[src/rtl/sqr6_pkg.sv]
// ----------------------------------------------------------------------------
// sqr6_pkg
// Shared types and widths for the shared 6-bit squarer and its scheduler.
//   OPW   : operand width (6 bits, unsigned)
//   RESW  : result width (12 bits, enough for 63*63 = 3969)
//   op_t  : operand type
//   res_t : result type
// ----------------------------------------------------------------------------
package sqr6_pkg;

   localparam int OPW  = 6;
   localparam int RESW = 12;

   typedef logic [OPW-1:0]  op_t;
   typedef logic [RESW-1:0] res_t;

endpackage

[src/rtl/sqr6_core.sv]
// ----------------------------------------------------------------------------
// sqr6_core
// Purely combinational squarer, y = x * x. Behavioural model; interchangeable
// with the existing gate-level squarer netlist.
// Ports:
//   i_x : operand (op_t)
//   o_y : square of the operand (res_t)
// ----------------------------------------------------------------------------
module sqr6_core
   import sqr6_pkg::*;
(
   input  op_t  i_x,
   output res_t o_y
);

   // Both factors are widened to the result width first so the product is
   // computed at full 12-bit precision.
   assign o_y = res_t'(i_x) * res_t'(i_x);

endmodule

[src/rtl/sqr6_rr_scheduler.sv]
// ----------------------------------------------------------------------------
// sqr6_rr_scheduler
// Shares one sqr6_core between NREQ requesters. A round-robin arbiter picks a
// requester, its operand lands in stage A, the squarer sits between stage A
// and stage B, and stage B presents the tagged result to a single consumer.
// Ports:
//   clk        : clock, rising edge
//   rst        : asynchronous active-high reset
//   req_valid  : per-requester operand valid
//   req_data   : packed operands, requester i in bits [6i+5:6i]
//   req_ready  : one-hot (or zero) accept strobe
//   rsp_valid  : stage B holds a result
//   rsp_data   : squared operand
//   rsp_id     : requester that supplied the operand
//   rsp_ready  : consumer takes the result this cycle
//   busy       : either pipeline stage is occupied
// ----------------------------------------------------------------------------
module sqr6_rr_scheduler
   import sqr6_pkg::*;
#(
   parameter  int NREQ = 4,
   localparam int IDW  = $clog2(NREQ)
)(
   input  logic                clk,
   input  logic                rst,
   input  logic [NREQ-1:0]     req_valid,
   input  logic [OPW*NREQ-1:0] req_data,
   output logic [NREQ-1:0]     req_ready,
   output logic                rsp_valid,
   output res_t                rsp_data,
   output logic [IDW-1:0]      rsp_id,
   input  logic                rsp_ready,
   output logic                busy
);

   logic           r_aValid;
   op_t            r_aData;
   logic [IDW-1:0] r_aId;
   logic           r_bValid;
   res_t           r_bData;
   logic [IDW-1:0] r_bId;
   logic [IDW-1:0] r_ptr;

   logic [NREQ-1:0] w_rotValid;
   logic [IDW-1:0]  w_offset;
   logic [IDW-1:0]  w_grantIdx;
   logic            w_anyValid;
   logic            w_aAdv;
   logic            w_aCanAccept;
   logic            w_accept;
   res_t            w_square;

   // Round-robin arbiter: rotate the valid vector so the pointer position
   // becomes bit 0, pick the lowest set bit, then add the pointer back. NREQ is
   // a power of two, so the IDW-bit additions wrap modulo NREQ for free.
   always_comb begin
      w_rotValid = '0;
      for (int k = 0; k < NREQ; k++) begin
         w_rotValid[k] = req_valid[r_ptr + IDW'(k)];
      end
      w_offset = '0;
      for (int k = NREQ - 1; k >= 0; k--) begin
         if (w_rotValid[k]) begin
            w_offset = IDW'(k);
         end
      end
      w_grantIdx = r_ptr + w_offset;
   end

   assign w_anyValid   = |req_valid;
   assign w_aAdv       = r_aValid & (~r_bValid | rsp_ready);
   assign w_aCanAccept = ~r_aValid | w_aAdv;

   // Ready is a pure function of valids, rsp_ready and state; it is held low
   // while reset is asserted so nothing handshakes into a clearing pipeline.
   always_comb begin
      req_ready = '0;
      if (!rst && w_anyValid && w_aCanAccept) begin
         req_ready[w_grantIdx] = 1'b1;
      end
   end

   assign w_accept = |req_ready;

   // Stage A plus the priority pointer. A new accept always wins over simply
   // emptying, because an accept implies A either was empty or is advancing.
   always_ff @(posedge clk or posedge rst) begin
      if (rst) begin
         r_aValid <= 1'b0;
         r_aData  <= '0;
         r_aId    <= '0;
         r_ptr    <= '0;
      end else if (w_accept) begin
         r_aValid <= 1'b1;
         r_aData  <= req_data[int'(w_grantIdx) * OPW +: OPW];
         r_aId    <= w_grantIdx;
         r_ptr    <= w_grantIdx + IDW'(1);
      end else if (w_aAdv) begin
         r_aValid <= 1'b0;
      end
   end

   sqr6_core u_core (
      .i_x (r_aData),
      .o_y (w_square)
   );

   // Stage B captures the square whenever A advances; otherwise it empties
   // once the consumer takes the result, and holds steady while stalled.
   always_ff @(posedge clk or posedge rst) begin
      if (rst) begin
         r_bValid <= 1'b0;
         r_bData  <= '0;
         r_bId    <= '0;
      end else if (w_aAdv) begin
         r_bValid <= 1'b1;
         r_bData  <= w_square;
         r_bId    <= r_aId;
      end else if (rsp_ready) begin
         r_bValid <= 1'b0;
      end
   end

   assign rsp_valid = r_bValid;
   assign rsp_data  = r_bData;
   assign rsp_id    = r_bId;
   assign busy      = r_aValid | r_bValid;

endmodule

[config.mk]
export PLATFORM = sky130hd
export DESIGN_NAME = sqr6_rr_scheduler
export DESIGN_NICKNAME = d
export VERILOG_FILES = /design/src/rtl/sqr6_pkg.sv /design/src/rtl/sqr6_core.sv /design/src/rtl/sqr6_rr_scheduler.sv
export SDC_FILE = /design/constraint.sdc
export NUM_CORES = 1
export LEC_CHECK = 0
export CAP_MARGIN = 20
export CORE_MARGIN = 8
export CORE_UTILIZATION = 51
export CTS_BUF_LIST = sky130_fd_sc_hd__clkbuf_16
export DETAILED_ROUTE_END_ITERATION = 8
export PLACE_DENSITY = 0.81
export SYNTH_ARGS = -nofsm -noshare
export SYNTH_HDL_FRONTEND = slang
export SYNTH_SLANG_ARGS = --single-unit
[constraint.sdc]
create_clock -name clk -period 5 [get_ports clk]
set_input_delay 0.75 -clock clk [delete_from_list [all_inputs] [get_ports clk]]
set_output_delay 0.75 -clock clk [all_outputs]
set_load 0.02 [all_outputs]
==> flow_metrics.tcl, run 1 <==
set metrics [dict create \
    grt_max_degree 27 \
    die-width_um 82.9 \
    reg2reg_to "rsp_data[10]" \
    top_usage_layer "met2" \
    viasPerCell 5.24 \
    fin_util_pct 65.8 \
    netlist_instances 238 \
    hold_start "rsp_data[10]" \
    tritoncts "built" \
    syn_area_sq_um 2280 \
    ctsHoldBuffers 0 \
    fin_nets 340 \
    cts_buffers 3 \
    die_area_sq_um 6870 \
    cts.clk_slew.worst_paths_ns 0.07 \
    end_kind "output pin" \
    ant_nets 0 \
    final_layout_size_suffix_gt1_share_pct 11.0 \
    status "completed" \
    rsz0062_at_grt "false" \
    min_path_type "register to register" \
    ys_types 51 \
    cts-root-buf "clkbuf_16" \
    synth_edf_count 0 \
    grtUsageMet1_pct 14.4 \
    insertion_delay_ns 0.26 \
    ys_seq_area_share_pct 27.4 \
    r2r_start "r_aData[0]" \
    core-area_sq_um 4320 \
    hold_end "rsp_data[10]" \
    worstMarginPinSlew_ns 0.710 \
    yosysTopAreaCellShare_pct 27.4 \
    cts_resized 0 \
    skew_ns 0.00497 \
    grt_use_met2_pct 22.1 \
    yosys_register_bits 25 \
    cp-start-kind "primary input" \
    power.density_nw_per_um2 802 \
    grt_usage_pct 12.8 \
    ios 51 \
    path_class "primary input to output pin" \
    grt_pass1_wl_um 7710 \
    ir_worst_vdd_v 0.000396 \
    p_leak_uw 0.00128 \
    htree_levels 1 \
    regArea_sq_um 626 \
    max_slew_margin_pct 52.7 \
    grt_pass1_vias 1834 \
    vias 1751 \
    cp.required_ns 4.25 \
    port_buffers 49 \
    clock_sinks 25 \
    postCtsSetupBuffers 0 \
    yosysTopAreaCell "dfrtp_1" \
    chipHeight_um 82.9 \
    globalRouteMet3Util_pct 4.39 \
    synthTopCellsByArea "dfrtp_1, ha_1, fa_1" \
    routed_wl_um 4380 \
    final_max_slew_viol_count 0 \
    final_common_cell "clkdlybuf4s50_1" \
    period_share_pct 90.3 \
    antenna_found_initial 0 \
    firstDrtPassIters 4 \
    clockBufferDepth 2 \
    cp_max_fo 13 \
    diodes 0 \
    gp_congestion 0.764 \
    final_cell_mix "clkdlybuf4s50_1, inv_1, nand2_1, dfrtp_1, ha_1" \
    drc 0 \
    rows 24 \
    cp.arrival_ns 3.76 \
    grt_overflow 0 \
    start_util_pct 52.8 \
    ys.flop_type "dfrtp_1" \
    finalSetupViolCount 0 \
    nFillCells 397 \
    multiInputGateArea_sq_um 1450 \
    rr_worst_depth 12 \
    synth.avg_cell_area_sq_um 9.59 \
    hold_violations 0 \
    drt-initial-drc-count 60 \
    syn_nets 295 \
    clock.fmax_mhz 222 \
    asyncSetResetFlopFracSynth_pct 100 \
    drv_cap 0 \
    tns_ns 0 \
    yosys_warnings 0 \
    syn_to_final_growth_pct 24.6 \
    reg2reg_setup_slack_ns 1.22 \
    post-dp-hpwl_um 3560 \
    worstHoldPathCells 2 \
    post-route-min-period_ns 4.51 \
    wl_per_cell_um 13.1 \
]
-- cell type report --
type	count	share of cell area, %
repair buffers	52	18.0
well taps	52	2.29
multi-input cells	173	51.0
flip-flops and latches	25	22.0
clock buffers	3	2.64
clock inverters	1	0.308
inverters	28	3.70
-- where the power goes --
part,internal [uW],switching [uW],total (uW)
clock,110,74.0,184
sequential,307,95.7,402
combinational,799,896,1700
-- flip-flops by register name, indices dropped and copies added (netlist names) --
register / flops
rsp_valid: 1
rsp_data: 11
r_aValid: 1
r_ptr: 2
r_aId: 2
rsp_id: 2
r_aData: 6
-- cells in the mapped netlist (3+ instances only) --
library cell  number
inv_1             28
nand2_1           28
dfrtp_1           25
ha_1              18
and2_1            14
o21ai_0           11
fa_1               8
mux2_2             7
mux2i_1            7
nor2_1             7
nor2b_1            7
o21a_1             7
o31ai_1            6
xnor2_1            6
buf_6              5
clkbuf_1           4
a2111oi_0          3
a2111oi_4          3
nand2b_1           3
nor3_1             3
-- critical path, stage by stage --
cell and delay (ns):
clkdlybuf4s50_1 0.60, nand2b_1 0.14, o22ai_1 0.07, nand2_1 0.07, o2111ai_1 0.12, ha_1 0.22, a21oi_2 0.54, or2_4 0.27
inv_1 0.06, ha_1 0.23, and2_1 0.15, clkdlybuf4s50_1 0.53
-- worst max path at each step --
stage / end / slack (ns) / start
2_1_floorplan: r_ptr[0] / 1.35 / req_valid[0]
3_3_place_gp: req_ready[3] / 0.55 / req_valid[2]
3_5_place_dp: req_ready[2] / 0.47 / req_valid[2]
4_1_cts: req_ready[2] / 0.48 / req_valid[2]
5_1_grt: req_ready[2] / 0.31 / req_valid[3]
6_report: req_ready[2] / 0.49 / req_valid[2]
-- logic make-up (layout without fill, tap and decap cells) --
group,count (synthesis),in the layout,share of synthesized area (%)
adders and majority gates,26,26,16.9
xor gates and xnor gates,7,7,2.69
muxes,14,14,6.52
buffers and inverters,40,84,8.99
other,1,1,0.164
DFF,25,25,27.4
and+or+nand+nor,72,72,16.6
AOI/OAI and AO/OA,53,53,20.7
-- through the flow --
step / worst slack, ns / cell area [sq um] / hold slack, ns / cells / total power [uW]
floorplan: 1.35 / 2280 / 0.445 / 238 / 1780
global placement: 0.549 / 2760 / 0.462 / 330 / 2060
detailed placement: 0.469 / 2760 / 0.471 / 330 / 2110
CTS: 0.478 / 2840 / 0.487 / 334 / 2310
global route: 0.310 / 2840 / 0.508 / 334 / 2530
finish: 0.486 / 2840 / 0.481 / 334 / 2280
-- per-layer routing --
metal	vias to the layer above	part of all wire [%]	routed length, um
met5	-	0	0
met4	0	1.2	51
met3	5	6.4	281
met2	41	48	2090
met1	807	45	1960
li1	898	-	-
Power figures use the tool's default switching activity.
==> run 2: changes to the inputs <==
==> constraint.sdc (replaced) <==
create_clock -name clk -period 5 [get_ports clk]
set_input_delay 1 -clock clk [delete_from_list [all_inputs] [get_ports clk]]
set_output_delay 1 -clock clk [all_outputs]
set_load 0.02 [all_outputs]
==> flow_metrics.tcl, run 2 (synthesis gave the netlist of run 1 again) <==
set metrics [dict create \
    cp-start-kind "primary input" \
    drt-initial-drc-count 85 \
    nFillCells 375 \
    regArea_sq_um 626 \
    insertion_delay_ns 0.26 \
    wl_per_cell_um 13.4 \
    p_leak_uw 0.00130 \
    core-area_sq_um 4320 \
    grt_pass1_wl_um 8090 \
    min_path_type "register to register" \
    grt_overflow 0 \
    final_cell_mix "clkdlybuf4s50_1, inv_1, nand2_1, dfrtp_1, ha_1" \
    p_total_uw 2300 \
    tritoncts "built" \
    r2r_start "r_aData[0]" \
    clock.fmax_mhz 205 \
    path_class "primary input to output pin" \
    post-route-min-period_ns 4.89 \
    period_share_pct 97.7 \
    die-width_um 82.9 \
    setup_slack_ns 0.114 \
    syn_to_final_growth_pct 25.8 \
    hold_violations 0 \
    htree_levels 1 \
    ant_nets 0 \
    drv_cap 0 \
    gp_congestion 0.766 \
    tns_ns 0 \
    firstDrtPassIters 4 \
    ctsHoldBuffers 0 \
    final_layout_size_suffix_gt1_share_pct 12.2 \
    postCtsSetupBuffers 0 \
    clockBufferDepth 2 \
    cp_max_fo 7 \
    viasPerCell 5.20 \
    vias 1759 \
    chipHeight_um 82.9 \
    worstHoldPathCells 2 \
    rr_worst_depth 12 \
    skew_ns 0.00434 \
    routed_wl_um 4530 \
    finalSetupViolCount 0 \
    grt_pass1_vias 1894 \
    largest_reg_flops 11 \
    ios 51 \
    hold_slack_ns 0.474 \
    status "completed" \
    cts.clk_slew.worst_paths_ns 0.06 \
    rsz0062_at_grt "false" \
    cts_resized 0 \
    end_kind "output pin" \
    power.density_nw_per_um2 802 \
    fin_nets 344 \
    fin_util_pct 66.4 \
    port_buffers 49 \
    cp.required_ns 4.00 \
    antenna_found_initial 0 \
    rows 24 \
    preCtsSetupSlack_ns 0.121 \
    die_area_sq_um 6870 \
    clock_sinks 25 \
    max_slew_margin_pct 57.2 \
    drc 0 \
    final_max_slew_viol_count 0 \
    diodes 0 \
    start_util_pct 52.8 \
    grt_max_degree 27 \
    worstMarginPinSlew_ns 0.641 \
    cts-root-buf "clkbuf_16" \
    grt_usage_pct 13.3 \
    cts_buffers 3 \
    reg2reg_to "rsp_data[10]" \
    reg2reg_setup_slack_ns 1.23 \
    multiInputGateArea_sq_um 1450 \
    ir_worst_vdd_v 0.000383 \
    hold_end "rsp_data[7]" \
    final_common_cell "clkdlybuf4s50_1" \
    cp.arrival_ns 3.89 \
    post-dp-hpwl_um 3680 \
    hold_start "rsp_data[7]" \
]
-- run 2: changes by cell type in the layout (fill, tap and decap cells not counted), sizes merged --
cell,before,now
buf,3,7
inv,29,28
clkinv,0,1
-- run 2: cell type report --
type | instances | share of cell area [%]
Clock buffer | 3 | 2.62
Clock inverter | 1 | 0.174
Inverter | 28 | 3.66
Multi-Input combinational cell | 173 | 50.6
Sequential cell | 25 | 21.8
Tap cell | 52 | 2.27
Timing Repair Buffer | 56 | 18.9
-- run 2: worst max path at each step --
stage	startpoint	cells after the start	end	slack [ns]
2_1_floorplan	req_valid[0]	10	req_ready[3]	1.01
3_3_place_gp	req_valid[1]	11	req_ready[3]	0.23
3_5_place_dp	req_valid[1]	11	req_ready[2]	0.12
4_1_cts	req_valid[1]	11	req_ready[2]	0.13
5_1_grt	req_valid[1]	11	req_ready[2]	0.01
6_report	req_valid[1]	11	req_ready[2]	0.11
-- run 2: worst max-delay path, cell delays in order --
cell	delay, ns
clkdlybuf4s50_1	0.57
nor2_1	0.09
or4_2	0.55
o2111ai_1	0.10
ha_1	0.22
a21oi_2	0.05
or2_4	0.25
inv_1	0.08
ha_1	0.22
and2_1	0.15
clkdlybuf4s50_1	0.60
-- run 2: stage by stage --
stage	area, sq um	instances
after floorplan	2280	238
after CTS	2870	338
after global placement	2790	334
after global routing	2870	338
after detailed placement	2790	334
final	2870	338
-- run 2: power breakdown --
| part | total (uW) | switching [uW] | internal [uW] |
|---|---|---|---|
| Sequential | 400 | 93.0 | 307 |
| Clock | 178 | 70.2 | 108 |
| Combinational | 1720 | 910 | 815 |
| Total | 2300 | 1070 | 1230 |
-- run 2: routing by layer --
layer	GRT usage, %	share of wire (%)	wire length, um
met1	14.5	44	2010
met2	23.9	48	2180
met3	4.59	6.7	303
met4	2.88	0.88	40
met5	0	0	0
